## src/rtl/mnacidpro_seq_pkg.sv

```systemverilog
// mnacidpro_seq_pkg: shared state encoding, pump pattern, valve masks and stroke selection
// for the nucleic-acid purification sequencer.
package mnacidpro_seq_pkg;

   typedef enum logic [3:0] {
      ST_IDLE, ST_LOAD, ST_LYSIS, ST_MIX, ST_BIND, ST_WASH, ST_ELUTE, ST_COLLECT, ST_SETTLE, ST_DONE
   } state_t;

   // {pump1,pump2,pump3} for steps 0..5 of one stroke
   localparam logic [2:0] PUMP_PAT [6] = '{3'b100, 3'b110, 3'b010, 3'b011, 3'b001, 3'b101};

   // open-valve masks, bit order {dead_end,collection,bead_trap,bead_vtl,loop_exit,vertical,horiz,elute,wash,lysis}
   localparam logic [9:0] OPEN_LOAD    = 10'h210;
   localparam logic [9:0] OPEN_LYSIS   = 10'h011;
   localparam logic [9:0] OPEN_MIX     = 10'h008;
   localparam logic [9:0] OPEN_BIND    = 10'h048;
   localparam logic [9:0] OPEN_WASH    = 10'h0a2;
   localparam logic [9:0] OPEN_ELUTE   = 10'h084;
   localparam logic [9:0] OPEN_COLLECT = 10'h120;

   function automatic logic is_pump(input state_t s);
      return s inside {ST_LOAD, ST_LYSIS, ST_MIX, ST_BIND, ST_WASH, ST_ELUTE, ST_COLLECT};
   endfunction

   function automatic logic [9:0] open_mask(input state_t s);
      return s == ST_LOAD    ? OPEN_LOAD    :
             s == ST_LYSIS   ? OPEN_LYSIS   :
             s == ST_MIX     ? OPEN_MIX     :
             s == ST_BIND    ? OPEN_BIND    :
             s == ST_WASH    ? OPEN_WASH    :
             s == ST_ELUTE   ? OPEN_ELUTE   :
             s == ST_COLLECT ? OPEN_COLLECT : 10'h000;
   endfunction

   function automatic int unsigned stroke_sel(input state_t s, input int unsigned n_load, n_lysis,
                                              n_mix, n_bind, n_wash, n_elute, n_collect);
      return s == ST_LOAD  ? n_load  :
             s == ST_LYSIS ? n_lysis :
             s == ST_MIX   ? n_mix   :
             s == ST_BIND  ? n_bind  :
             s == ST_WASH  ? n_wash  :
             s == ST_ELUTE ? n_elute : n_collect;
   endfunction

endpackage

```

## src/rtl/peristaltic_phase_gen.sv

```systemverilog
// peristaltic_phase_gen: phase/step/stroke counters and registered 3-phase pump pattern.
// restart with enable begins at step 0; restart without enable clears to pumps off.
module peristaltic_phase_gen
   import mnacidpro_seq_pkg::*;
#(
   parameter int PHASE_CYCLES = 4,
   parameter int STROKE_W     = 8
) (
   input  logic                i_clk,
   input  logic                i_rst_n,
   input  logic                i_restart,
   input  logic                i_enable,
   input  logic [STROKE_W-1:0] i_strokes,
   output logic [2:0]          o_pump,
   output logic                o_stroke_done
);

   localparam int PW = PHASE_CYCLES > 1 ? $clog2(PHASE_CYCLES) : 1;

   logic [PW-1:0]       r_phase, w_phase_nxt;
   logic [2:0]          r_step, w_step_nxt;
   logic [STROKE_W-1:0] r_stroke, w_stroke_nxt;
   logic [2:0]          r_pump;
   logic                w_phase_end, w_step_end, w_stroke_end;

   assign w_phase_end   = r_phase == PW'(PHASE_CYCLES - 1);
   assign w_step_end    = r_step == 3'd5;
   assign w_stroke_end  = r_stroke == i_strokes - STROKE_W'(1);
   assign o_stroke_done = w_phase_end && w_step_end && w_stroke_end;
   assign o_pump        = r_pump;

   always_comb begin
      w_phase_nxt  = r_phase;
      w_step_nxt   = r_step;
      w_stroke_nxt = r_stroke;
      if (i_restart) begin
         w_phase_nxt  = '0;
         w_step_nxt   = '0;
         w_stroke_nxt = '0;
      end else if (i_enable) begin
         w_phase_nxt  = w_phase_end ? '0 : r_phase + PW'(1);
         w_step_nxt   = !w_phase_end ? r_step : w_step_end ? 3'd0 : r_step + 3'd1;
         w_stroke_nxt = !(w_phase_end && w_step_end) ? r_stroke :
                        w_stroke_end ? '0 : r_stroke + STROKE_W'(1);
      end
   end

   always_ff @(posedge i_clk or negedge i_rst_n) begin
      if (!i_rst_n) begin
         r_phase  <= '0;
         r_step   <= '0;
         r_stroke <= '0;
         r_pump   <= '0;
      end else begin
         r_phase  <= w_phase_nxt;
         r_step   <= w_step_nxt;
         r_stroke <= w_stroke_nxt;
         r_pump   <= i_enable ? PUMP_PAT[w_step_nxt] : i_restart ? 3'b000 : r_pump;
      end
   end

endmodule

```

## src/rtl/mnacidpro_sequencer.sv

```systemverilog
// mnacidpro_sequencer: load/lysis/mix/bind/wash/elute/collect protocol driving valves and pumps.
// Define MNACIDPRO_SEQ_PAUSE_EN to add the i_pause freeze input.
module mnacidpro_sequencer
   import mnacidpro_seq_pkg::*;
#(
   parameter int          PUMP_PHASE_CYCLES = 4,
   parameter int          SETTLE_CYCLES     = 8,
   parameter int          STROKE_W          = 8,
   parameter int unsigned LOAD_STROKES      = 16,
   parameter int unsigned LYSIS_STROKES     = 16,
   parameter int unsigned MIX_STROKES       = 32,
   parameter int unsigned BIND_STROKES      = 16,
   parameter int unsigned WASH_STROKES      = 24,
   parameter int unsigned ELUTE_STROKES     = 8,
   parameter int unsigned COLLECT_STROKES   = 8
) (
   input  logic       i_clk,
   input  logic       i_rst_n,
   input  logic       i_start,
   input  logic       i_abort,
`ifdef MNACIDPRO_SEQ_PAUSE_EN
   input  logic       i_pause,
`endif
   output logic       o_lysis_ctl,
   output logic       o_wash_ctl,
   output logic       o_elute_ctl,
   output logic       o_horiz_ctl,
   output logic       o_vertical_ctl,
   output logic       o_loop_exit_ctl,
   output logic       o_bead_vtl_ctl,
   output logic       o_bead_trap_ctl,
   output logic       o_collection_ctl,
   output logic       o_dead_end_ctl,
   output logic       o_pump1,
   output logic       o_pump2,
   output logic       o_pump3,
   output logic [3:0] o_stage,
   output logic       o_busy,
   output logic       o_done
);

   localparam int SW = $clog2(SETTLE_CYCLES + 1);

   state_t              r_state, w_state_nxt, r_prev;
   logic [SW-1:0]       r_settle;
   logic [9:0]          r_valve;
   logic                r_busy, r_done;
   logic                w_hold, w_stroke_done, w_settle_end, w_restart, w_enable;
   logic [STROKE_W-1:0] w_strokes;
   logic [2:0]          w_pump;

`ifdef MNACIDPRO_SEQ_PAUSE_EN
   assign w_hold = i_pause;
`else
   assign w_hold = 1'b0;
`endif

   assign w_strokes    = STROKE_W'(stroke_sel(r_state, LOAD_STROKES, LYSIS_STROKES, MIX_STROKES,
                                              BIND_STROKES, WASH_STROKES, ELUTE_STROKES, COLLECT_STROKES));
   assign w_settle_end = r_settle == SW'(SETTLE_CYCLES - 1);
   // any state change restarts the pump generator; only pumping stages leave it running
   assign w_restart    = w_state_nxt != r_state;
   assign w_enable     = is_pump(w_state_nxt) && !w_hold;

   peristaltic_phase_gen #(
      .PHASE_CYCLES (PUMP_PHASE_CYCLES),
      .STROKE_W     (STROKE_W)
   ) u_phase_gen (
      .i_clk         (i_clk),
      .i_rst_n       (i_rst_n),
      .i_restart     (w_restart),
      .i_enable      (w_enable),
      .i_strokes     (w_strokes),
      .o_pump        (w_pump),
      .o_stroke_done (w_stroke_done)
   );

   always_comb begin
      w_state_nxt = r_state;
      if (i_abort)
         w_state_nxt = ST_IDLE;
      else if (!w_hold) begin
         if (r_state == ST_IDLE || r_state == ST_DONE)
            w_state_nxt = i_start ? ST_LOAD : r_state;
         else if (r_state == ST_SETTLE)
            w_state_nxt = !w_settle_end ? r_state :
                          r_prev == ST_COLLECT ? ST_DONE : state_t'(r_prev + 4'd1);
         else if (w_stroke_done)
            w_state_nxt = ST_SETTLE;
      end
   end

   always_ff @(posedge i_clk or negedge i_rst_n) begin
      if (!i_rst_n) begin
         r_state  <= ST_IDLE;
         r_prev   <= ST_IDLE;
         r_settle <= '0;
         r_valve  <= '1;
         r_busy   <= 1'b0;
         r_done   <= 1'b0;
      end else begin
         r_state  <= w_state_nxt;
         r_prev   <= is_pump(r_state) ? r_state : r_prev;
         r_settle <= (r_state == ST_SETTLE && w_state_nxt == ST_SETTLE) ? r_settle + SW'(!w_hold) : '0;
         r_valve  <= ~open_mask(w_state_nxt);
         r_busy   <= !(w_state_nxt inside {ST_IDLE, ST_DONE});
         r_done   <= w_state_nxt == ST_DONE;
      end
   end

   assign {o_dead_end_ctl, o_collection_ctl, o_bead_trap_ctl, o_bead_vtl_ctl, o_loop_exit_ctl,
           o_vertical_ctl, o_horiz_ctl, o_elute_ctl, o_wash_ctl, o_lysis_ctl} = r_valve;
   assign {o_pump1, o_pump2, o_pump3} = w_pump;
   assign o_stage = r_state;
   assign o_busy  = r_busy;
   assign o_done  = r_done;

endmodule

```

## config.mk

```make
export PLATFORM = sky130hd
export DESIGN_NAME = mnacidpro_sequencer
export DESIGN_NICKNAME = d
export VERILOG_FILES = /design/src/rtl/mnacidpro_seq_pkg.sv /design/src/rtl/peristaltic_phase_gen.sv /design/src/rtl/mnacidpro_sequencer.sv
export SDC_FILE = /design/constraint.sdc
export NUM_CORES = 1
export LEC_CHECK = 0
export CORE_MARGIN = 1.5
export CORE_UTILIZATION = 42
export CTS_CLUSTER_SIZE = 28
export DETAILED_ROUTE_END_ITERATION = 7
export PLACE_DENSITY = 0.7
export SYNTH_ARGS = -nofsm -noshare
export SYNTH_HDL_FRONTEND = slang
export SYNTH_SLANG_ARGS = --single-unit
```

## constraint.sdc

```tcl
create_clock -name i_clk -period 8.81 [get_ports i_clk]
set_input_delay 1.762 -clock i_clk [delete_from_list [all_inputs] [get_ports i_clk]]
set_output_delay 1.762 -clock i_clk [all_outputs]
set_load 0.02 [all_outputs]
```

==> metrics.md <==
| Metric | Value |
|---|---|
| Most common flop cell mapped by yosys | `dfrtp_1` |
| Yosys top cell area share | `between 30% and 40%` |
| Wirelength, routed | `4100 µm` |
| CTS Buf Count | `5` |
| Post-layout min period | `approximately 4 ns` |
| DP HPWL | `about 2800 µm` |
| Post-CTS sizing | `0` |
| Critical path class | `flop to flop` |
| Number of hold buffers added after CTS | `0` |
| First-pass DRT Iterations | `4` |
| Count of state elements after synthesis | `40` |
| Die area | `approximately 0.0055 mm²` |
| Port bufs | `22` |
| Required time at the worst-slack endpoint | `between 9 and 10 ns` |
| Hold Path Class | `flop to flop` |
| H-tree level count | `2` |
| Placed instance count | `297` |
| Worst Setup SP | `o_stage[0]` |
| R2R depth | `10` |
| Main combinational cell family by area after synthesis | `simple AND/OR/NAND/NOR gates` |
| Compound-Gate Fraction of Synth Area | `around 15%` |
| GRT Total Usage | `17.0%` |
| Cell Count, Final, Fillers Out | `305` |
| Max-slew headroom | `between 10% and 20%` |
| CTS root buffer | `clkbuf_8` |
| Worst Tran Pin Value | `1.20 ns` |
| Leak | `about 1.0 nW` |
| Top-count cell post-synth | `dfrtp_1` |
| Maxcap violations | `0` |
| RSZ-0062 raised after global routing | `false` |
| Site Rows | `25` |
| Post-DP Area | `0.00239 mm²` |
| Vias in the first global route | `~1,600` |
| Hold Violations, Final | `0` |
| Clock latency on the worst-skew pair | `~0.29 ns` |
| Final Net Count | `246` |
| Pin count of the biggest net entering global routing | `41` |
| Horiz. Die Dim | `approximately 74 µm` |
| Pwr Total | `between 0.0004 and 0.0005 W` |
| Final instance area | `~0.0025 mm²` |
| Pwr dens | `around 170 mW/mm²` |
| Initial Util | `between 40% and 50%` |
| Ys Warns | `0` |
| Fin crit share | `45.3%` |
| Gpl congestion | `0.905` |
| Clock sink count | `40` |
| Cells after Synth | `approximately 220` |
| Endpoint class of the critical path | `flop` |
| DRC errors left | `0` |
| Worst-path clk slew | `about 0.080 ns` |
| Fillers | `roughly 430` |
| I/O pins | `23` |
| Initial antenna violation count | `0` |
| Worst Path Arrival | `approximately 4.2 ns` |
| Antenna Nets Post-Route | `0` |
| Global route total overflow | `0` |
| Sequential cell area fraction in the yosys report | `a little under half` |
| Share of post-route cells with drive strength above 1 | `around an eighth` |
| Setup crit end | `u_phase_gen.r_stroke[7]` |
| Via count | `around 1,700` |
| Adder-Cell Fraction of Synth Area | `2.95%` |
| Initial drt markers | `118` |
| Synth unique cells | `52` |
| Peak supply drop | `about 0.00011 V` |
| Post-CTS Setup Bufs | `0` |
| WL/cell | `13.4 µm` |
| EDFF count, synth | `0` |
| Clock Tree Buf Depth | `2` |
| Mapped Avg Cell Area | `9.83 µm²` |
| Total negative slack | `0 ns` |
| Final design utilization | `52.1%` |
| Async SR Flop Fraction | `between 90% and 100%` |
| Setup crit start kind | `flop` |
| Reg-to-reg endpoint | `u_phase_gen.r_stroke[7]` |
| Synth Area in XOR/XNOR | `5.77%` |
| Synthesis-to-layout area growth | `17.4%` |
| Syn Nets | `225` |
| R2R setup slack | `about 4.8 ns` |
| M1 WL | `approximately 1900 µm` |
| Crit-path max FO | `16` |
| Top cells by area, synth | `dfrtp_1 35%, dfstp_2 12%, nor2_1 4.2%, nand2_1 3.7%, xor2_1 3.7%` |
| Status | `finished clean` |
| Met3 WL | `approximately 180 µm` |
| Fmax | `about 250 MHz` |
| Cell Area, Synth | `0.00212 mm²` |
| Inserted Diodes | `0` |
| Skew final | `between 0.003 and 0.004 ns` |
| Final Max Tran Viols | `0` |
| Setup-failing EPs final | `0` |
| Chip Height | `between 70 and 80 µm` |
| Mux contribution to synthesized area | `less than 1%` |
| Drt via density | `about 5.4` |
| CTS tree | `built` |
| First-pass GRT wire length | `just over 7000 µm` |
| Reg2reg start | `o_stage[0]` |
| Synth cell count leaders | `30 x dfrtp_1, 24 x nor2_1, 21 x nand2_1` |
| Post-synthesis simple-gate area fraction | `about a quarter` |
| Post-synth top area cell | `dfrtp_1` |
| DR top layer | `met4` |
| CORE AREA | `around 0.0048 mm²` |
| Met2 Wirelength | `just under 2000 µm` |
## flip-flops by register name (all words and copies together), names as in the netlist, 2 cells and up
name and count:
o_stage 4, u_phase_gen.o_pump 3, u_phase_gen.r_step 3, r_settle 4, r_valve 10, u_phase_gen.r_stroke 8, u_phase_gen.r_phase 2, r_prev 4
## how the worst min path moves through the flow
stage	start	to	cells after the start
after floorplan	r_settle[0]	r_settle[0]	1
after global placement	r_settle[0]	r_settle[0]	1
after detailed placement	r_settle[0]	r_settle[0]	1
after CTS	r_settle[0]	r_settle[0]	1
after global routing	r_settle[0]	r_settle[0]	1
final	r_settle[0]	r_settle[0]	1
## through the flow
step                hold slack [ns]  worst slack, ns
floorplan                     0.433             5.29
global placement              0.449             4.65
detailed placement            0.455             4.59
CTS                           0.466             4.82
global route                  0.493             4.47
finish                        0.464             4.82
## power breakdown
part | switching, W | internal (W)
clock network | 0.0000648 | 0.0000724
logic | 0.0000482 | 0.0000348
registers | 0.0000104 | 0.000196
total | 0.000123 | 0.000303
## cells in the final DEF, fill, tap and decap left out, types with 2 or more instances in the layout
cell type / count
nand4b_1: 2
o2bb2ai_1: 2
a21o_1: 2
nand2_1: 21
nor3_1: 2
nand3_1: 9
o31ai_1: 2
dfrtp_1: 30
or3b_2: 2
or3_1: 3
nand4_1: 6
clkbuf_8: 5
o21ai_0: 10
xor2_1: 9
mux2i_1: 2
dfstp_2: 10
and2_1: 3
o21ai_1: 2
nor2_1: 24
and3_1: 3
o21a_1: 3
ha_1: 5
inv_1: 9
o31a_1: 4
clkdlybuf4s50_1: 21
a21oi_1: 13
xnor2_1: 5
o41ai_1: 2
## logic make-up (layout without fill, tap and decap cells)
group / Yosys count / count (layout)
multiplexers: 2 / 2
XOR/XNOR: 14 / 14
AO/OA/AOI/OAI: 47 / 47
buffers and inverters: 18 / 40
adder cells (fa/ha/maj): 5 / 5
AND/OR/NAND/NOR: 90 / 90
flip-flops: 40 / 40
## per-layer routing
metal  vias to the layer above  global-route usage, %
li1                        811                      -
met1                       791                   21.4
met2                        44                   28.0
met3                         5                   4.74
met4                         0                   5.97
met5                         -                      0
## critical path, stage by stage, from the launching register on
cell     delay, ns
dfrtp_1       0.64
nor3_2        0.19
or3b_2        0.47
ha_1          0.20
xnor2_1       0.13
xnor2_1       0.28
nor4_2        0.14
o21ai_1       0.96
nand3_4       0.18
or4_1         0.55
a21oi_1       0.16
## final cells by class
| cell class | count | area [µm²] | area share [%] |
|---|---|---|---|
| clock buffer | 6 | 93.8 | 3.77 |
| clock inverter | 2 | 12.5 | 0.502 |
| inverter | 9 | 33.8 | 1.36 |
| multi-input combinational | 158 | 1030 | 41.4 |
| sequential | 40 | 1010 | 40.7 |
| tap | 67 | 83.8 | 3.36 |
| timing repair buffer | 23 | 223 | 8.94 |
Power figures use the tool's default switching activity.
